===== config.mk =====
export PLATFORM = sky130hd
export DESIGN_NAME = shared_array_arbiter
export DESIGN_NICKNAME = d
export VERILOG_FILES = /design/src/rtl/shared_array_arbiter_pkg.sv /design/src/rtl/rr_arbiter4.sv /design/src/rtl/shared_array_arbiter.sv
export SDC_FILE = /design/constraint.sdc
export NUM_CORES = 1
export LEC_CHECK = 0
export CAP_MARGIN = 20
export CORE_MARGIN = 4
export CORE_UTILIZATION = 42
export CTS_CLUSTER_DIAMETER = 150
export DETAILED_ROUTE_END_ITERATION = 10
export GPL_TIMING_DRIVEN = 0
export PLACE_DENSITY = 0.85
export SLEW_MARGIN = 15
export SYNTH_ARGS = -nofsm -noshare
export SYNTH_HDL_FRONTEND = slang
export SYNTH_SLANG_ARGS = --single-unit

===== constraint.sdc =====
create_clock -name clk -period 4.9 [get_ports clk]
set_input_delay 0.98 -clock clk [delete_from_list [all_inputs] [get_ports clk]]
set_output_delay 0.98 -clock clk [all_outputs]
set_load 0.1 [all_outputs]

===== src/rtl/shared_array_arbiter_pkg.sv =====
// Shared constants and one-hot/index helpers for the shared-array read front end.
// Used by shared_array_arbiter and rr_arbiter4.
package shared_array_arbiter_pkg;

  localparam int NPORTS = 4;
  localparam int IW     = 2;
  localparam int AW     = 8;
  localparam int DW     = 8;

  function automatic logic [NPORTS-1:0] idx2oh(input logic [IW-1:0] idx);
    logic [NPORTS-1:0] oh;
    oh      = '0;
    oh[idx] = 1'b1;
    return oh;
  endfunction

  // Assumes at most one bit set; an all-zero vector maps to index 0.
  function automatic logic [IW-1:0] oh2idx(input logic [NPORTS-1:0] oh);
    logic [IW-1:0] idx;
    idx = '0;
    for (int i = 0; i < NPORTS; i++) begin
      if (oh[i]) idx = idx | IW'(i);
    end
    return idx;
  endfunction

endpackage


===== src/rtl/rr_arbiter4.sv =====
// Four-way combinational arbiter: round-robin from ptr, or fixed priority (port 0 highest)
// when ARB_FIXED_PRIO_EN is defined. Zero latency; ptr_nxt equals ptr when nothing is granted.
module rr_arbiter4
  import shared_array_arbiter_pkg::*;
(
  input  logic [NPORTS-1:0] req,
  input  logic [IW-1:0]     ptr,
  output logic [NPORTS-1:0] gnt,
  output logic [IW-1:0]     ptr_nxt
);

`ifdef ARB_FIXED_PRIO_EN
  logic unused_ptr;
  assign unused_ptr = ^ptr;

  // Isolate the lowest set request bit.
  assign gnt     = req & ~(req - NPORTS'(1));
  assign ptr_nxt = ptr;
`else
  logic [IW-1:0] idx;
  logic          found;

  always_comb begin
    gnt     = '0;
    found   = 1'b0;
    idx     = '0;
    ptr_nxt = ptr;
    for (int k = 0; k < NPORTS; k++) begin
      idx = ptr + IW'(k);
      if (!found && req[idx]) begin
        gnt[idx] = 1'b1;
        found    = 1'b1;
        ptr_nxt  = idx + IW'(1);
      end
    end
  end
`endif

endmodule


===== src/rtl/shared_array_arbiter.sv =====
// Four-port byte-read front end for the 256x8 shared array: one grant per cycle, response 1 cycle later.
// No response backpressure; requesters hold until req_ready. Fixed priority under ARB_FIXED_PRIO_EN.
module shared_array_arbiter
  import shared_array_arbiter_pkg::*;
(
  input  logic                 clk,
  input  logic                 reset,
  input  logic [NPORTS-1:0]    req_valid,
  input  logic [NPORTS*AW-1:0] req_addr,
  output logic [NPORTS-1:0]    req_ready,
  output logic [NPORTS-1:0]    rsp_valid,
  output logic [DW-1:0]        rsp_data,
  output logic [AW-1:0]        arr_addr,
  input  logic [DW-1:0]        arr_data,
  output logic                 busy
);

  logic [NPORTS-1:0] arb_gnt;
  logic [NPORTS-1:0] gnt;
  logic [IW-1:0]     gnt_idx;
  logic              gnt_any;
  logic [IW-1:0]     arb_ptr;
  logic [IW-1:0]     ptr_nxt;

  logic [AW-1:0] last_addr_q, last_addr_d;
  logic          rsp_pend_q,  rsp_pend_d;
  logic [IW-1:0] rsp_port_q,  rsp_port_d;
  logic [DW-1:0] rsp_data_q,  rsp_data_d;

`ifdef ARB_FIXED_PRIO_EN
  logic unused_ptr_nxt;
  assign arb_ptr        = '0;
  assign unused_ptr_nxt = ^ptr_nxt;
`else
  logic [IW-1:0] ptr_q, ptr_d;
  assign arb_ptr = ptr_q;
  assign ptr_d   = ptr_nxt;

  always_ff @(posedge clk or negedge reset) begin
    if (!reset) ptr_q <= '0;
    else        ptr_q <= ptr_d;
  end
`endif

  rr_arbiter4 u_arb (
    .req     (req_valid),
    .ptr     (arb_ptr),
    .gnt     (arb_gnt),
    .ptr_nxt (ptr_nxt)
  );

  // The grant path is combinational, so it must be masked while reset is held.
  assign gnt     = arb_gnt & {NPORTS{reset}};
  assign gnt_any = |gnt;
  assign gnt_idx = oh2idx(gnt);

  always_comb begin
    arr_addr    = last_addr_q;
    if (gnt_any) arr_addr = req_addr[gnt_idx*AW +: AW];
    last_addr_d = arr_addr;
    rsp_pend_d  = gnt_any;
    rsp_port_d  = gnt_any ? gnt_idx  : rsp_port_q;
    rsp_data_d  = gnt_any ? arr_data : rsp_data_q;
  end

  always_ff @(posedge clk or negedge reset) begin
    if (!reset) begin
      last_addr_q <= '0;
      rsp_pend_q  <= 1'b0;
      rsp_port_q  <= '0;
      rsp_data_q  <= '0;
    end else begin
      last_addr_q <= last_addr_d;
      rsp_pend_q  <= rsp_pend_d;
      rsp_port_q  <= rsp_port_d;
      rsp_data_q  <= rsp_data_d;
    end
  end

  assign req_ready = gnt;
  assign rsp_valid = rsp_pend_q ? idx2oh(rsp_port_q) : '0;
  assign rsp_data  = rsp_data_q;
  assign busy      = reset & ((|req_valid) | rsp_pend_q);

endmodule


==> flow_summary.json <==
{
  "cp.required_ps": 3920,
  "routabilityCongestion": 0.932,
  "syn-mean-instance-area_um2": 9.94,
  "fin_nets": 289,
  "synth.distinct_cells": 44,
  "initial_core_util_pct": 43.7,
  "clockBufferDepth": 2,
  "die-height_um": 69.7,
  "final_max_slew_viol_count": 0,
  "cts_tree": "done",
  "ant_nets": 0,
  "path_class": "primary input to output pin",
  "syn-num-nets": 215,
  "r2r_start": "arb_ptr[0]",
  "yosys.area.top_type": "dfrtp_1",
  "min_path_cells": 1,
  "hold_end": "rsp_data[6]",
  "seq_area_frac_synth_pct": 32.8,
  "max_stage_delay_ps": 880,
  "drive_gt1_share_pct": 23.5,
  "ctsHoldBuffers": 0,
  "r2r_cells": 12,
  "io_pins": 71,
  "rows": 22,
  "core_area_um2": 3660,
  "tightest_slew_ps": 975,
  "max_cap_violations": 0,
  "portBuffers": 70,
  "drtPass1Iterations": 4,
  "syn_to_final_growth_pct": 52.6,
  "start_kind": "primary input",
  "cts-htree-levels": 1,
  "synth_top_area_share_pct": 32.8,
  "slowest_stage": "dlygate4sd2_1",
  "grt_overflow_total": 0,
  "clock-root-buffer": "clkbuf_8",
  "antenna_found_initial": 0,
  "period_needed_ps": 4810,
  "clock-sinks": 21,
  "drtIter0Drc": 62,
  "synth_edf_count": 0,
  "numCtsBuffers": 3,
  "wire_per_inst_um": 16.0,
  "area.sequential_um2": 526,
  "hold_violations": 0,
  "rsz0062_at_grt": "no",
  "crit_chain": "clkdlybuf4s50_1 > mux4_2 > buf_6 > a221o_2 > and2_4 > inv_1 > dlygate4sd2_1",
  "hold_slack_ps": 511,
  "finalSetupViolCount": 0,
  "clkTransAtPathRegs_ps": 70,
  "ys_top_cells_by_area": "dfrtp_1 33%, mux2_4 7.5%, ha_1 6.3%, a221o_1 5.0%, a311oi_1 3.8%",
  "grt_pass1_wl_um": 7270,
  "grt_pass1_vias": 1444,
  "regToRegEndpoint": "rsp_data[3]",
  "vias": 1559,
  "worst-endpoint-arrival_ps": 3830,
  "synth-async-reset-ratio_pct": 100,
  "synth_warnings": 0,
  "synth.cell_area_um2": 1600,
  "fmax_ghz": 0.208,
  "dp_hpwl_um": 3360,
  "wirelength_um": 4530,
  "final_common_cell": "clkdlybuf4s50_1",
  "multiInputGateArea_um2": 1000,
  "layout_worst_path_cycle_share_pct": 98.1,
  "crit_fanout": 10,
  "cp-end-kind": "output pin",
  "viasPerCell": 5.53,
  "hold_start": "rsp_data[6]",
  "clock_latency_ps": 260,
  "grt_max_degree": 28,
  "ys.flop_type": "dfrtp_1",
  "synthCells": 161,
  "drc_errors": 0,
  "die_w_um": 69.7,
  "slew_headroom_pct": 34.8,
  "hp-class": "flip-flop to flip-flop",
  "n_antenna_cell": 0,
  "clock_skew_ps": 5.15,
  "status": "completed",
  "fillers": 288,
  "final_cell_mix": "57 x clkdlybuf4s50_1, 21 x dfrtp_1, 11 x a21oi_1",
  "grt_usage_pct": 18.3,
  "rrSetupSlack_ps": 1660,
  "ys_ff_latch": 21,
  "dieArea_um2": 4860
}
[what timing repair did]
item                       4_1_cts  5_1_grt
pin swaps                        0        1
buffers inserted                 0        1
resized for setup               57       16
setup endpoints to repair       12        9
[metal layers]
metal / track usage, % / part of all wire (%)
met4: 2.34 / 0.49
met2: 31.5 / 49
met1: 23.5 / 43
met5: 0 / 0
met3: 5.22 / 7.2
[synthesized netlist by cell type, types with 2 or more instances]
cell type / n
a21o_1: 2
mux2_4: 8
clkbuf_1: 3
dfrtp_1: 21
and3b_2: 2
ha_1: 8
a221o_1: 8
nand3b_1: 4
nor2_1: 10
o21ai_0: 10
mux4_1: 2
buf_6: 5
nor3b_1: 3
and3_1: 3
o211ai_1: 2
inv_1: 10
a221oi_1: 2
nand2_1: 7
nand3_1: 9
a21oi_1: 12
a311oi_1: 7
[flip-flops by register name, indices dropped and copies added (netlist names)]
register / cells
rsp_pend_q: 1
rsp_data: 8
rsp_port_q: 2
last_addr_q: 8
arb_ptr: 2
[cell type report]
cell class,count,area share [%]
timing repair buffer,71,28.6
clock inverter,1,0.205
tap,48,2.46
multi-input combinational,120,41.1
buffer,8,2.87
clock buffer,3,1.69
sequential,21,21.5
inverter,10,1.54
[worst max path at each step]
stage                     cells after the start         start           end
final                                         7  req_valid[1]  req_ready[1]
after global routing                          9  req_valid[0]   arr_addr[7]
after CTS                                    10  req_valid[0]   arr_addr[6]
after detailed placement                      7         reset   arr_addr[3]
after global placement                        7         reset   arr_addr[3]
after floorplan                               8  req_valid[2]   arr_addr[6]
[kinds of logic (layout without fill, tap and decap cells)]
kind of cell | Yosys count | after routing | synth area share (%)
buf+inv | 20 | 93 | 7.11
flops | 21 | 21 | 32.8
mux | 12 | 12 | 12.8
xor+xnor | 1 | 1 | 0.547
compound gates | 54 | 54 | 24.9
fa+ha+maj | 8 | 8 | 6.26
simple gates | 45 | 45 | 15.6
[metrics by stage]
step           TNS [ps]  utilization [%]  setup slack (ps)  std cells  instance area [µm²]
4_1_cts               0             65.4             0.430        282                 2390
2_1_floorplan         0                -              42.0        161                 1610
5_1_grt               0             66.7              5.31        282                 2440
3_3_place_gp     -11720             64.8             -1310        279                 2370
3_5_place_dp     -12050             64.8             -1330        279                 2370
6_report              0             66.7              90.8        282                 2440
[critical path: cells and delay by family]
| family | cells | cell delay, ps |
|---|---|---|
| buffers and inverters | 4 | 1650 |
| AOI/OAI and AO/OA | 1 | 470 |
| muxes | 1 | 540 |
| and+or+nand+nor | 1 | 180 |
Power is left out: the tool's default activity adds up to more than one toggle a clock period on the data nets, which glitch-free logic cannot reach.
